===== config.mk =====
export PLATFORM = sky130hd
export DESIGN_NAME = sprites_line_store
export DESIGN_NICKNAME = d
export VERILOG_FILES = /design/src/rtl/sprites_line_store.sv
export SDC_FILE = /design/constraint.sdc
export NUM_CORES = 1
export LEC_CHECK = 0
export BUFFER_PORTS_ARGS = -buffer_cell sky130_fd_sc_hd__clkbuf_2
export CAP_MARGIN = 25
export CORE_MARGIN = 10
export CORE_UTILIZATION = 40
export DETAILED_ROUTE_END_ITERATION = 8
export PLACE_DENSITY = 0.66
export SYNTH_ARGS = -nofsm -noshare
export SYNTH_HDL_FRONTEND = slang
export SYNTH_SLANG_ARGS = --single-unit

===== constraint.sdc =====
create_clock -name clk -period 3.25 [get_ports clk]
set_clock_uncertainty 0.2 [all_clocks]
set_input_delay 0.1625 -clock clk [delete_from_list [all_inputs] [get_ports clk]]
set_output_delay 0.1625 -clock clk [all_outputs]
set_load 0.05 [all_outputs]

===== src/rtl/sprites_line_store.sv =====
// Per-scanline sprite store: up to SLOTS sprites with tile rows,
// presenting the lowest-slot X match on a registered output.
module sprites_line_store #(
  parameter  int SLOTS = 10,
  parameter  int XW    = 8,
  parameter  int IDXW  = 6,
  localparam int SW    = (SLOTS > 1) ? $clog2(SLOTS) : 1
) (
  input  logic            clk,
  input  logic            reset_n,
  input  logic            ce,
  input  logic            clear,
  input  logic            alloc,
  input  logic [XW-1:0]   alloc_x,
  input  logic [IDXW-1:0] alloc_oam,
  output logic [SW:0]     count,
  output logic            full,
  output logic            overflow,
  input  logic            tile_save,
  input  logic [SW-1:0]   tile_slot,
  input  logic [7:0]      tile0_in,
  input  logic [7:0]      tile1_in,
  input  logic            pal_in,
  input  logic            prio_in,
  input  logic [2:0]      cgb_pal_in,
  input  logic [XW-1:0]   xpos,
  input  logic            ack,
  output logic            hit,
  output logic            hit_loaded,
  output logic [SW-1:0]   hit_slot,
  output logic [IDXW-1:0] hit_oam,
  output logic [7:0]      tile0_o,
  output logic [7:0]      tile1_o,
  output logic            pal_o,
  output logic            prio_o,
  output logic [2:0]      cgb_pal_o
);

  logic [XW-1:0]   x_q    [SLOTS];
  logic [XW-1:0]   x_d    [SLOTS];
  logic [IDXW-1:0] oam_q  [SLOTS];
  logic [IDXW-1:0] oam_d  [SLOTS];
  logic [7:0]      t0_q   [SLOTS];
  logic [7:0]      t0_d   [SLOTS];
  logic [7:0]      t1_q   [SLOTS];
  logic [7:0]      t1_d   [SLOTS];
  logic [2:0]      cgb_q  [SLOTS];
  logic [2:0]      cgb_d  [SLOTS];
  logic [SLOTS-1:0] pal_q, pal_d, prio_q, prio_d;

  logic [SLOTS-1:0] valid_q, valid_d;
  logic [SLOTS-1:0] loaded_q, loaded_d;
  logic [SLOTS-1:0] done_q, done_d;
  logic [SW:0]      count_q, count_d;
  logic             ovf_q, ovf_d;

  logic            hit_q, hit_d;
  logic            hld_q, hld_d;
  logic [SW-1:0]   hslot_q, hslot_d;
  logic [IDXW-1:0] hoam_q, hoam_d;
  logic [7:0]      ot0_q, ot0_d;
  logic [7:0]      ot1_q, ot1_d;
  logic            opal_q, opal_d;
  logic            oprio_q, oprio_d;
  logic [2:0]      ocgb_q, ocgb_d;

  logic [SLOTS-1:0] m;
  logic [SW-1:0]    sel;
  logic             full_w;

  assign full_w = (count_q == (SW+1)'(SLOTS));

  // The slot consumed this edge is masked so it cannot re-present.
  always_comb begin
    m   = '0;
    sel = '0;
    for (int i = 0; i < SLOTS; i++) begin
      m[i] = valid_q[i] & ~done_q[i] & (x_q[i] == xpos)
           & ~(ack & hit_q & (hslot_q == SW'(i)));
    end
    for (int i = SLOTS - 1; i >= 0; i--) begin
      if (m[i]) sel = SW'(i);
    end
  end

  always_comb begin
    x_d      = x_q;
    oam_d    = oam_q;
    t0_d     = t0_q;
    t1_d     = t1_q;
    cgb_d    = cgb_q;
    pal_d    = pal_q;
    prio_d   = prio_q;
    valid_d  = valid_q;
    loaded_d = loaded_q;
    done_d   = done_q;
    count_d  = count_q;
    ovf_d    = ovf_q;
    hit_d    = hit_q;
    hld_d    = hld_q;
    hslot_d  = hslot_q;
    hoam_d   = hoam_q;
    ot0_d    = ot0_q;
    ot1_d    = ot1_q;
    opal_d   = opal_q;
    oprio_d  = oprio_q;
    ocgb_d   = ocgb_q;
    if (clear) begin
      valid_d  = '0;
      loaded_d = '0;
      done_d   = '0;
      count_d  = '0;
      ovf_d    = 1'b0;
      hit_d    = 1'b0;
      hld_d    = 1'b0;
    end else begin
      hit_d = |m;
      hld_d = 1'b0;
      if (|m) begin
        hld_d   = loaded_q[sel];
        hslot_d = sel;
        hoam_d  = oam_q[sel];
        ot0_d   = t0_q[sel];
        ot1_d   = t1_q[sel];
        opal_d  = pal_q[sel];
        oprio_d = prio_q[sel];
        ocgb_d  = cgb_q[sel];
      end
      if (alloc) begin
        if (full_w) begin
          ovf_d = 1'b1;
        end else begin
          for (int i = 0; i < SLOTS; i++) begin
            if (count_q == (SW+1)'(i)) begin
              x_d[i]      = alloc_x;
              oam_d[i]    = alloc_oam;
              valid_d[i]  = 1'b1;
              loaded_d[i] = 1'b0;
              done_d[i]   = 1'b0;
            end
          end
          count_d = count_q + 1'b1;
        end
      end
      // Runs after alloc so a same-slot tile write leaves loaded set.
      if (tile_save) begin
        for (int i = 0; i < SLOTS; i++) begin
          if (tile_slot == SW'(i)) begin
            t0_d[i]     = tile0_in;
            t1_d[i]     = tile1_in;
            pal_d[i]    = pal_in;
            prio_d[i]   = prio_in;
            cgb_d[i]    = cgb_pal_in;
            loaded_d[i] = 1'b1;
          end
        end
      end
      if (ack && hit_q) begin
        for (int i = 0; i < SLOTS; i++) begin
          if (hslot_q == SW'(i)) done_d[i] = 1'b1;
        end
      end
    end
  end

  always_ff @(posedge clk) begin
    if (reset_n && ce) begin
      x_q    <= x_d;
      oam_q  <= oam_d;
      t0_q   <= t0_d;
      t1_q   <= t1_d;
      cgb_q  <= cgb_d;
      pal_q  <= pal_d;
      prio_q <= prio_d;
    end
  end

  always_ff @(posedge clk) begin
    if (!reset_n) begin
      valid_q  <= '0;
      loaded_q <= '0;
      done_q   <= '0;
      count_q  <= '0;
      ovf_q    <= 1'b0;
      hit_q    <= 1'b0;
      hld_q    <= 1'b0;
      hslot_q  <= '0;
      hoam_q   <= '0;
      ot0_q    <= '0;
      ot1_q    <= '0;
      opal_q   <= 1'b0;
      oprio_q  <= 1'b0;
      ocgb_q   <= '0;
    end else if (ce) begin
      valid_q  <= valid_d;
      loaded_q <= loaded_d;
      done_q   <= done_d;
      count_q  <= count_d;
      ovf_q    <= ovf_d;
      hit_q    <= hit_d;
      hld_q    <= hld_d;
      hslot_q  <= hslot_d;
      hoam_q   <= hoam_d;
      ot0_q    <= ot0_d;
      ot1_q    <= ot1_d;
      opal_q   <= opal_d;
      oprio_q  <= oprio_d;
      ocgb_q   <= ocgb_d;
    end
  end

  assign count      = count_q;
  assign full       = full_w;
  assign overflow   = ovf_q;
  assign hit        = hit_q;
  assign hit_loaded = hld_q;
  assign hit_slot   = hslot_q;
  assign hit_oam    = hoam_q;
  assign tile0_o    = ot0_q;
  assign tile1_o    = ot1_q;
  assign pal_o      = opal_q;
  assign prio_o     = oprio_q;
  assign cgb_pal_o  = ocgb_q;

endmodule


==> metrics.txt, run 1 <==
core outline area 42100 sq um; Pwr Density 516 nW/um^2; Overflow after GRT 0; Peak VDD IR 0.000415 V; ANT nets after route 0; synthesized flop and latch total 419; RePlAce Congestion 0.868; Die W 227 um; CP Launch Type flop; final net count 1523; fill count 3488; Crit Path Max Fanout 12; H-tree Lvls 2; Cells after Synth 1227; CP arrival 3.54 ns; 1st-pass router iterations 5; sequential share of the synthesized area 69.4%; EDFF count, synth 350; Die Y-Extent 227 um; first-pass GRT wire length 69400 um; CP endpoint kind flop; DP HPWL 29500 um; CTS buffer count 43; register area 11900 sq um; final wirelength 46000 um; hold crit path type input port to flop; initial antenna violation count 0; Yosys top cell by area edfxtp_1; Area Overhead vs Synth 24.9%; max_cap viols 0; Fin Setup TNS -0.0706 ns; Least-Margin Pin Slew 0.612 ns; Fin. Hold Viols 0; average cell area after synthesis 14.0 sq um; clk_lat worst skew 0.55 ns; # clock sinks 419; Reg clk slew, reported paths 0.06 ns; die footprint 51500 sq um; RSZ-0062 raised after global routing true; CTS max path bufs 3; routed vias/inst 5.56; failing checks negative setup slack; run status complete, but fails checks; largest net degree at the start of global routing 38; Final WS setup -0.0575 ns; Post-synth top flop edfxtp_1; leakage 0.00763 uW; synth top area cells edfxtp_1 61%, dfxtp_1 8.1%, xnor2_1 3.0%; most common cell after layout, fill and taps aside edfxtp_1; clock root buffer clkbuf_16; CTS tree done; Initial Utilization 40.7%; most frequent cells in the layout 350 x edfxtp_1, 135 x nand2_1, 100 x buf_4; all-layer global routing usage 17.6%; Syn. warnings 0; Synth Cell Area 17100 sq um; Final setup viols 3; cell row count 75; Top Ports 94; CP Data Required Time 3.48 ns; period utilization 102%; Iter 0 DRT Violations 922; final slew viol count 0; # DRC 0; routed via count 11300; layout cells sized above 1 25.3%; pre-CTS setup slack -0.270 ns; Net Count, Synth 1285; R2R setup slack -0.06 ns; n_diodes 0; footprint of the multi-input gates 5230 sq um; Max Freq 0.302 GHz; drt wl/cell 22.6 um; vias in the first global route 11400; Yosys top cell area share 61.3%; min cycle time layout 3.31 ns; port bufs 93; ys async rst share 0%; Synth cell types 71; CP Class flop to flop; Slew HR 59.1%
## final timing paths
| check | start | cells after the start | end |
|---|---|---|---|
| hold reg to reg | loaded_q[2] | 1 | loaded_q[2] |
| hold / removal | clear | 5 | count[0] |
| setup / recovery | x_q[13] | 10 | tile1_o[5] |
| setup reg to reg | x_q[13] | 10 | tile1_o[5] |
## sequential cells by signal, indices dropped and copies added, names as in the netlist
| name | flops |
|---|---|
| t0_q | 80 |
| t1_q | 80 |
| x_q | 80 |
| oam_q | 60 |
| cgb_q | 30 |
| done_q | 10 |
| loaded_q | 10 |
| pal_q | 10 |
| prio_q | 10 |
| valid_q | 10 |
| tile0_o | 8 |
| tile1_o | 8 |
| hit_oam | 6 |
| count | 5 |
| hit_slot | 4 |
| cgb_pal_o | 3 |
| hit | 1 |
| hit_loaded | 1 |
| overflow | 1 |
| pal_o | 1 |
| prio_o | 1 |
## synth_stat cells, types with 4 or more instances
master     count
o21ai_0       48
a31oi_1       26
nand3_1       37
mux2i_1       47
o211a_1        5
edfxtp_1     350
buf_2         21
buf_6          5
xor2_1        26
o211ai_1       7
nor2_1        47
dfxtp_1       69
nor4_1         8
and4_1         6
a21oi_1       22
a21o_1         7
nand3b_1      23
ha_1           4
mux2_2        16
nor3_1        13
nand2_1      135
o22ai_1       12
o2111ai_1     12
and2_1         4
o21a_1        19
xnor2_1       58
nor2b_1        7
nand4_1       26
buf_4          8
clkbuf_1      36
nand2b_1       8
o221ai_1      13
or2_2          5
inv_1         11
a32o_1        18
a311oi_1      12
## kinds of logic (layout without fill, tap and decap cells)
family          after synthesis  count (layout)  share of synthesized area (%)
flops                       419             419                           69.4
simple gates                345             346                           10.3
compound gates              228             228                           9.57
xor+xnor                     84              84                           4.29
buf+inv                      84             355                           2.39
mux                          63              63                           3.79
fa+ha+maj                     4               4                          0.292
## layout make-up
| class | instances | share of cell area [%] |
|---|---|---|
| clock inverters | 14 | 0.543 |
| flip-flops and latches | 419 | 55.5 |
| inverters | 11 | 0.193 |
| repair buffers | 265 | 10.1 |
| multi-input cells | 725 | 24.4 |
| well taps | 539 | 3.15 |
| clock buffers | 65 | 6.07 |
## routing by layer
metal	vias to the layer above	wire [um]	global-route usage (%)
li1	5173	-	-
met1	5671	19800	23.8
met2	423	21900	28.7
met3	70	3250	2.97
met4	0	1100	5.27
met5	-	0	0
## metrics by stage
stage | cells | cell area, sq um | hold slack (ns) | power (uW) | utilization (%)
2_1_floorplan | 1227 | 17200 | 0.0614 | 6090 | -
4_1_cts | 2022 | 21000 | 0.00730 | 11100 | 49.9
3_3_place_gp | 1895 | 19000 | 0.229 | 6250 | 45.2
5_1_grt | 2038 | 21400 | 0.0683 | 11400 | 50.8
3_5_place_dp | 1895 | 19000 | 0.232 | 6250 | 45.2
6_report | 2038 | 21400 | 0.0256 | 11100 | 50.8
## critical path: stages (launching register included)
cell	delay, ns
edfxtp_1	0.38
xor2_1	0.18
nor4_2	0.30
o2111ai_2	0.17
a211o_1	0.38
a211o_4	0.40
buf_12	0.16
and4_1	0.17
a31oi_1	0.12
or4b_4	0.50
a32o_1	0.23
## power breakdown
part | total, uW | switching (uW) | internal, uW
sequential | 5840 | 7.91 | 5830
combinational | 353 | 219 | 134
clock | 4870 | 2020 | 2850
total | 11100 | 2240 | 8820
## repair_timing
item                                    4_1_cts  5_1_grt
hold buffers                                 47        0
gates resized for setup                       9       45
endpoints found under the hold margin       365        0
pin swaps                                     0       13
endpoints found under the setup margin       15       29
setup buffers                                 0       14
cloned                                        1        3
Power figures use the tool's default switching activity.
==> inputs of run 2 (changes only) <==
- CORE_ASPECT_RATIO: unset -> 1.1
- PLACE_DENSITY: 0.66 -> unset
- SKIP_LAST_GASP: unset -> 1
==> run 2 against run 1 <==
Clock power fell by 3%. Total power shrank 1.4%. Clock-buffer cell count shrank 1. Design area grew 0.44%. First-iteration DRC count increased by 20%. Wire length grew 3.0%. Largest power group unchanged. The run still ends with negative setup slack left. Largest cell class unchanged. Flip-flop and latch count unchanged. Final cell count is 1.5% higher.
==> metrics.txt, run 2 (same netlist as run 1, synthesis figures left out) <==
run status complete, but fails checks (unchanged); failing checks negative setup slack (unchanged); fill count 3612 (was 3488); Crit Path Max Fanout 6 (was 12); port bufs 93 (unchanged); reg2reg path depth 11 (was 10); final wirelength 47400 um (was 46000 um); crit-path leading delay family simple AND/OR/NAND/NOR gates (was compound AO/OA/AOI/OAI gates); switching share of power 20.8% (was 20.3%); Final Util 50.9% (was 50.8%); switching power 2260 uW (was 2240 uW); Final Cell Area 21500 sq um (was 21400 sq um); Max Freq 0.305 GHz (was 0.302 GHz); ANT nets after route 0 (unchanged); total power 10900 uW (was 11100 uW); cell row count 79 (was 75); R2R setup slack -0.03 ns (was -0.06 ns); max_cap viols 0 (unchanged); clock root buffer clkbuf_16 (unchanged); Overflow after GRT 0 (unchanged); reg-to-reg endpoint tile1_o[5] (unchanged); crit-path max cell delay 0.55 ns (was 0.50 ns); CP endpoint kind flop (unchanged); P_int 8640 uW (was 8820 uW); # DRC 0 (unchanged); CTS buffer count 42 (was 43); Pwr Density 507 nW/um^2 (was 516 nW/um^2); CP arrival 3.52 ns (was 3.54 ns); CP cell instances xnor2_2 -> o2111ai_2 -> or4_4 -> a21oi_4 -> buf_6 -> a211oi_4 -> buf_6 -> nor2_4 -> o21ai_0 -> or4b_4 -> a32o_1 (was xor2_1 -> nor4_2 -> o2111ai_2 -> a211o_1 -> a211o_4 -> buf_12 -> and4_1 -> a31oi_1 -> or4b_4 -> a32o_1); 1st-pass router iterations 5 (unchanged); Worst path depth 11 (was 10); final slew viol count 0 (unchanged); largest net degree at the start of global routing 38 (unchanged); Die Y-Extent 237 um (was 227 um); first-pass GRT wire length 69900 um (was 69400 um); hold crit path type input port to flop (unchanged); period utilization 101% (was 102%); CTS tree done (unchanged); routed vias/inst 5.45 (was 5.56); Area Overhead vs Synth 25.5% (was 24.9%); Fin. Hold Viols 0 (unchanged); DP Area 19000 sq um (about the same); routed via count 11300 (about the same); clock network power share 43.2% (was 44.0%); DP HPWL 30100 um (was 29500 um); final net count 1526 (was 1523); RePlAce Congestion 0.864 (was 0.868); CTS max path bufs 3 (unchanged); # clock sinks 419 (unchanged); Top Ports 94 (unchanged); Iter 0 DRT Violations 1102 (was 922); die footprint 51600 sq um (was 51500 sq um); CP Class flop to flop (unchanged); n_diodes 0 (unchanged); most common cell after layout, fill and taps aside edfxtp_1 (unchanged); slowest CP cell or4_4 (was or4b_4); Worst Setup SP x_q[38] (was x_q[13]); Reg power frac 53.5% (was 52.8%); largest registers t0_q (80), t1_q (80), x_q (80) (unchanged); most frequent cells in the layout 350 x edfxtp_1, 134 x nand2_1, 102 x buf_4 (was 350 x edfxtp_1, 135 x nand2_1, 100 x buf_4); CP Launch Type flop (unchanged); leakage 0.00758 uW (was 0.00763 uW); Final setup viols 2 (was 3); Least-Margin Pin Slew 0.621 ns (was 0.612 ns); RSZ-0062 raised after global routing true (unchanged); clk_lat worst skew 0.57 ns (was 0.55 ns); worst r2r src x_q[38] (was x_q[13]); drt wl/cell 22.9 um (was 22.6 um); layout cells sized above 1 26.0% (was 25.3%); core outline area 42300 sq um (was 42100 sq um); source of the worst hold timing path tile_slot[2] (was clear); CP Data Required Time 3.50 ns (was 3.48 ns); Reg clk slew, reported paths 0.06 ns (about the same); vias in the first global route 11100 (was 11400); Die W 217 um (was 227 um); all-layer global routing usage 17.6% (about the same); WP buf/inv 2 (was 1); pre-CTS setup slack -0.153 ns (was -0.270 ns); initial antenna violation count 0 (unchanged); Slew HR 58.4% (was 59.1%); min cycle time layout 3.28 ns (was 3.31 ns); cell mode on critical path buf_6; footprint of the multi-input gates 5310 sq um (was 5230 sq um); Peak VDD IR 0.000353 V (was 0.000415 V); Initial Utilization 40.5% (was 40.7%); H-tree Lvls 2 (unchanged); register area 11900 sq um (unchanged); Comb pwr share 3.2% (about the same); crit path to tile1_o[5] (unchanged); Final WS setup -0.0292 ns (was -0.0575 ns)
-- run 2: changes by cell type in the layout (fill, tap and decap cells not counted), moves of 2 or more --
cell        delta
xnor2_2        +2
buf_4          +2
mux2i_1        -7
xnor2_1        -2
clkinv_1       +2
o21ai_0        +2
o21ai_1        -2
clkinv_2       -4
buf_12         -3
clkinvlp_2     +2
mux2i_2        +5
mux2i_4        +2
-- run 2: per-stage QoR --
step | hold slack (ns) | cells | setup TNS [ns]
4_1_cts | 0.0312 | 2049 | -0.0330
2_1_floorplan | 0.0614 | 1227 | -24.07
3_5_place_dp | 0.236 | 1918 | -0.790
6_report | 0.0380 | 2069 | -0.0433
3_3_place_gp | 0.231 | 1918 | -0.318
5_1_grt | 0.117 | 2069 | -1.75
-- run 2: worst min-delay path, cell delays in order --
cell      delay, ns
clkbuf_2       0.09
nand3b_1       0.32
o21ai_0        0.14
-- run 2: power groups by stage --
stage          clock [uW]  sequential (uW)  combinational [uW]
3_5_place_dp            0             5950                 302
6_report             4710             5840                 352
3_3_place_gp            0             5950                 295
5_1_grt              5010             5830                 383
4_1_cts              4790             5840                 350
2_1_floorplan           0             5960                 134
-- run 2: cell type report --
| cell class | count | area share [%] |
|---|---|---|
| Multi-Input combinational cell | 725 | 24.7 |
| Inverter | 11 | 0.192 |
| Clock buffer | 64 | 5.83 |
| Timing Repair Buffer | 269 | 10.2 |
| Tap cell | 567 | 3.30 |
| Sequential cell | 419 | 55.3 |
| Clock inverter | 14 | 0.512 |
-- run 2: metal layers --
metal  up-vias  GRT usage, %  wire (um)
met5         -             0          0
met2       343          28.6      22800
met1      5670          23.9      20800
li1       5197             -          -
met4         0          5.36        978
met3        61          2.86       2790
-- run 2: timing repair --
item                                    CTS  global route
endpoints found under the hold margin   367             0
gates cloned                              1             5
hold buffers                             48             0
endpoints found under the setup margin   12            28
pin swaps                                 3            22
gates resized for setup                  11            61
setup buffers                             4            15
-- run 2: how the worst min path moves through the flow --
stage | to | cells after the start
after floorplan | cgb_q[0] | 0
after global placement | done_q[6] | 2
after global routing | loaded_q[5] | 3
final | loaded_q[5] | 3
after detailed placement | loaded_q[2] | 1
after CTS | loaded_q[5] | 3
